`config.mk`:
```
export PLATFORM = sky130hd
export DESIGN_NAME = clk_div_bank
export DESIGN_NICKNAME = d
export VERILOG_FILES = /design/src/rtl/clk_div_pkg.sv /design/src/rtl/clk_div_ch.sv /design/src/rtl/clk_div_bank.sv
export SDC_FILE = /design/constraint.sdc
export NUM_CORES = 1
export LEC_CHECK = 0
export BUFFER_PORTS_ARGS = -buffer_cell sky130_fd_sc_hd__buf_2
export CAP_MARGIN = 20
export CORE_UTILIZATION = 50
export CTS_CLUSTER_SIZE = 10
export DETAILED_ROUTE_END_ITERATION = 7
export PLACE_DENSITY = 0.71
export SLEW_MARGIN = 20
export SYNTH_ARGS = -nofsm -noshare
export SYNTH_HDL_FRONTEND = slang
export SYNTH_SLANG_ARGS = --single-unit
export TNS_END_PERCENT = 50
```
`constraint.sdc`:
```
create_clock -name clk -period 28.8 [get_ports clk]
set_input_delay 4.32 -clock clk [delete_from_list [all_inputs] [get_ports clk]]
set_output_delay 4.32 -clock clk [all_outputs]
set_load 0.02 [all_outputs]
```
`src/rtl/clk_div_pkg.sv`:
```
// Shared defaults and config types for the programmable clock divider bank.
package clk_div_pkg;
  localparam int          CNT_W_DEF   = 32;
  localparam int unsigned DEF_DIV_DEF = 96000000;

  typedef logic [CNT_W_DEF-1:0] cnt_t;

  typedef struct packed {
    cnt_t div;
    cnt_t duty;
  } div_cfg_t;
endpackage

```
`src/rtl/clk_div_ch.sv`:
```
// One divider channel: wrap counter, active/shadow config, boundary-only apply.
module clk_div_ch
  import clk_div_pkg::*;
#(
  parameter int          CNT_W   = CNT_W_DEF,
  parameter int unsigned DEF_DIV = DEF_DIV_DEF
) (
  input  logic             clk,
  input  logic             rst,
  input  logic             en,
  input  logic             sync,
  input  logic             wr,
  input  logic [CNT_W-1:0] wr_div,
  input  logic [CNT_W-1:0] wr_duty,
  output logic             div,
  output logic             tick,
  output logic             pending
);
  typedef struct packed {
    logic [CNT_W-1:0] div;
    logic [CNT_W-1:0] duty;
  } ch_cfg_t;

  localparam logic [CNT_W-1:0] RST_DIV = CNT_W'(DEF_DIV);
  localparam ch_cfg_t          RST_CFG = '{div: RST_DIV, duty: RST_DIV >> 1};

  logic [CNT_W-1:0] cnt;
  ch_cfg_t          act, shd;
  logic             wrap, apply;

  assign wrap  = (cnt == act.div);
  assign tick  = en && wrap;
  assign div   = (cnt <= act.duty);
  // sync flushes the shadow at once; otherwise only at this channel's wrap
  assign apply = pending && (sync || tick);

  always_ff @(posedge clk or posedge rst) begin
    if (rst) begin
      cnt     <= '0;
      act     <= RST_CFG;
      shd     <= RST_CFG;
      pending <= 1'b0;
    end else begin
      if (sync)    cnt <= '0;
      else if (en) cnt <= wrap ? '0 : cnt + CNT_W'(1);
      if (apply)   act <= shd;
      // wr is only granted while !pending, so it never collides with apply
      if (wr) begin
        shd     <= '{div: wr_div, duty: wr_duty};
        pending <= 1'b1;
      end else if (apply) begin
        pending <= 1'b0;
      end
    end
  end
endmodule

```
`src/rtl/clk_div_bank.sv`:
```
// Bank of CH_NUM programmable dividers sharing one config port and a sync pulse.
module clk_div_bank
  import clk_div_pkg::*;
#(
  parameter  int          CH_NUM  = 4,
  parameter  int          CNT_W   = CNT_W_DEF,
  parameter  int unsigned DEF_DIV = DEF_DIV_DEF,
  localparam int          CH_W    = (CH_NUM > 1) ? $clog2(CH_NUM) : 1
) (
  input  logic              clk,
  input  logic              rst,
  input  logic [CH_NUM-1:0] en,
  input  logic              sync,
  input  logic              cfg_valid,
  output logic              cfg_ready,
  input  logic [CH_W-1:0]   cfg_ch,
  input  logic [CNT_W-1:0]  cfg_div,
  input  logic [CNT_W-1:0]  cfg_duty,
  output logic [CH_NUM-1:0] div,
  output logic [CH_NUM-1:0] tick
);
  logic [CH_NUM-1:0] pend, wr;
  logic [31:0]       ch_idx;

  assign ch_idx = 32'(cfg_ch);

  // Out-of-range channels match nothing: ready stays 1 and the write is dropped
  always_comb begin
    cfg_ready = 1'b1;
    for (int i = 0; i < CH_NUM; i++)
      if (ch_idx == 32'(i)) cfg_ready = !pend[i];
  end

  for (genvar g = 0; g < CH_NUM; g++) begin : g_ch
    assign wr[g] = cfg_valid && cfg_ready && (ch_idx == 32'(g));

    clk_div_ch #(
      .CNT_W   (CNT_W),
      .DEF_DIV (DEF_DIV)
    ) u_ch (
      .clk     (clk),
      .rst     (rst),
      .en      (en[g]),
      .sync    (sync),
      .wr      (wr[g]),
      .wr_div  (cfg_div),
      .wr_duty (cfg_duty),
      .div     (div[g]),
      .tick    (tick[g]),
      .pending (pend[g])
    );
  end
endmodule

```
==> impl_results.md <==
* Synth async-reset ratio at 1.000
* Clock H-tree levels at 3
* Yosys cell types at 53
* R2r worst-path depth at 8
* Maxcap violations at 0
* Sw Share at 0.2792
* DP Area at 31460 um^2
* Synth area leaders: dfrtp_1, mux2_2, dfstp_2
* CP max FO at 26
* Rows at 89
* Cell with the most instances after synthesis: dfrtp_1
* Number of port buffers at 82
* Post-synth top cells: dfrtp_1, mux2_2, xor2_1, dfstp_2, inv_1
* Setup TNS at 0 ns
* Cell Int Power at 0.002036 W
* GPL Wtd Cong at 0.8852
* Seq pwr share at 0.491
* Final period demand of the worst path at 9.805 ns
* DRC at 0
* Status: finished, final reports clean
* DRT iter0 DRCs at 1601
* Post-DP HPWL at 52.79 mm
* Leak pwr at 15.20 nW
* Area grow syn2layout at 11.32%
* Clk pwr share at 0.312
* Routed len/inst at 23.74 um
* Pwr/cell area at 83.71 nW/um^2
* Number of global-route vias before repair at 19734
* CTS buffer count at 75
* Final hold vios at 0
* Switching pwr at 0.0007886 W
* Synth area leader: dfrtp_1
* Post-Synthesis Cells at 2385
* TritonRoute pass-1 iters at 6
* Final Cycle Share at 0.3404
* Yosys top cell area share at 0.3996
* Core ar. at 59460 um^2
* Cell Count, Final, Fillers Out at 3317
* Synth Area per Inst at 12.71 um^2
* Synthesized flop and latch total at 644
* Hold_sp: g_ch[1].u_ch.shd[4]
* Vias per std cell at 5.819
* Setup violators final at 0
* CTS tree: yes
* Reg-to-reg endpoint: g_ch[1].u_ch.act[17]
* # nets final at 2677
* Place WS at 18.71 ns
* Hold Path Cell Cnt at 1
* Worst EP arrival at 5.48 ns
* Main synth FF type: dfrtp_1
* First-pass GRT wire length at 120.4 mm
* Detailed-route via count at 19301
* Clk root buf: clkbuf_16
* Post-route cell area at 33740 um^2
* CTS Buffer Depth at 3
* Worst skew pair latency at 0.61 ns
* Worst reg2reg setup slack at 25.40 ns
* Total die area at 61610 um^2
* Die Ht at 248.2 um
* CP required at 24.48 ns
* RSZ-0062 raised after global routing: no
* Logic pwr share at 0.197
* Gr usage total at 0.2648
* Worst slew margin at 0.2417
* Final Slew Violations at 0
* Synthesis Warnings at 0
* Number of I/O pins at 83
* FILL cells at 4852
* Post-synth EDFFs at 0
* Min-delay worst type: register to register
* Syn Nets at 2591
* Hold Path End: g_ch[1].u_ch.act[4]
* Maximum VDD drop at 46.96 uV
* CTS Hold Bufs at 0
* Worst r2r src: g_ch[1].u_ch.cnt[3]
* Post-DRT Antenna Nets at 0
* Die Span X at 248.2 um
* Fmax at 102.0 MHz
* Grt ovf at 0
* Drt total wl at 78.73 mm
* CP startpoint kind: input port
* Share of layout cells above drive strength 1 at 0.3223
* Seq/Total Area, Yosys at 0.5382
* Clock sink count at 644
* Clk pin slew, worst setup/hold paths at 0.05 ns
* Largest net degree at the start of global routing at 171
* Crit. End Element: output port
* Placed cells at 3167
* CTS resizes at 0
* PnR worst setup slack at 19.00 ns
* Setup Crit Path Kind: input port to output port
* Post-CTS Setup Bufs at 0
* Cell Area, Synth at 30310 um^2
* Max Clock Skew at 0.01836 ns
* Starting density of the core at 0.5098
* Initial antenna violation count at 23
* Slew @ Worst Pin at 1.127 ns
==> layout make-up <==
| type | count | area, um^2 | share of cell area |
|---|---|---|---|
| Multi-Input combinational cell | 1508 | 13080 | 0.3875 |
| Tap cell | 773 | 967.2 | 0.02866 |
| Sequential cell | 644 | 16320 | 0.4835 |
| Clock inverter | 1 | 8.758 | 0.0002595 |
| Clock buffer | 137 | 2235 | 0.06622 |
| Timing Repair Buffer | 101 | 575.6 | 0.01706 |
| Inverter | 141 | 536.8 | 0.01591 |
| Antenna cell | 12 | 30.03 | 0.0008899 |
==> power by group through the flow <==
stage / logic [W] / registers, W / clock network (W)
2_1_floorplan: 0.000431 / 0.00134 / 0
6_report: 0.000557 / 0.00139 / 0.000882
3_3_place_gp: 0.000531 / 0.00138 / 0
4_1_cts: 0.000563 / 0.00139 / 0.000896
3_5_place_dp: 0.000557 / 0.00140 / 0
5_1_grt: 0.000620 / 0.00142 / 0.000933
==> cells in the final DEF, fill, tap and decap left out, types with 53 or more instances in the layout <==
master and instances:
clkbuf_1 54, ha_1 132, buf_2 81, inv_1 140, dfrtp_1 484, xnor2_1 53
mux2_1 60, nor3_1 113, mux2_2 452, xor2_1 188, nand2_1 83, clkbuf_16 79
dfstp_2 160, nand4_1 56
==> critical path: stages <==
cell	delay, ns
buf_2	0.14
inv_1	0.15
nor2_4	0.57
buf_2	0.30
==> registers in the layout (all words and copies together), names as in the netlist <==
| name | flops |
|---|---|
| g_ch.u_ch.act | 256 |
| g_ch.u_ch.pending | 4 |
| g_ch.u_ch.cnt | 128 |
| g_ch.u_ch.shd | 256 |
==> per-stage QoR <==
step	hold WS, ns	util	power (W)
after floorplan	0.4541	-	0.001773
after global placement	0.4628	0.5290	0.001916
after detailed placement	0.4700	0.5290	0.001957
after CTS	0.4847	0.5668	0.002845
after global routing	0.5034	0.5671	0.002972
final	0.4814	0.5675	0.002825
==> per-layer routing <==
metal | wire length [um] | global-route usage | up-vias
met4 | 3276 | 0.1228 | 10
li1 | - | - | 8580
met1 | 33820 | 0.3642 | 9902
met3 | 5248 | 0.05387 | 165
met5 | 64 | 0 | -
met2 | 36320 | 0.4037 | 644
==> cell families (layout without fill, tap and decap cells) <==
logic type | count (synthesis) | count (layout) | synth area share
adders and majority gates | 132 | 132 | 0.05448
muxes | 513 | 513 | 0.1909
and+or+nand+nor | 478 | 478 | 0.08445
buffers and inverters | 233 | 380 | 0.03240
other | 0 | 12 | 0
DFF | 644 | 644 | 0.5382
xor gates and xnor gates | 241 | 241 | 0.06963
AOI/OAI and AO/OA | 144 | 144 | 0.02984
==> worst max path at each step <==
stage | to | slack [ns] | cells past startpoint | start
global placement | tick[3] | 18.78 | 4 | en[3]
detailed placement | tick[3] | 18.71 | 4 | en[3]
floorplan | g_ch[0].u_ch.act[0] | 6.70 | 1 | rst
CTS | tick[3] | 18.70 | 4 | en[3]
finish | tick[3] | 19.00 | 4 | en[3]
global route | tick[3] | 18.92 | 4 | en[3]
Note: power is estimated with default switching activity, not from simulation.
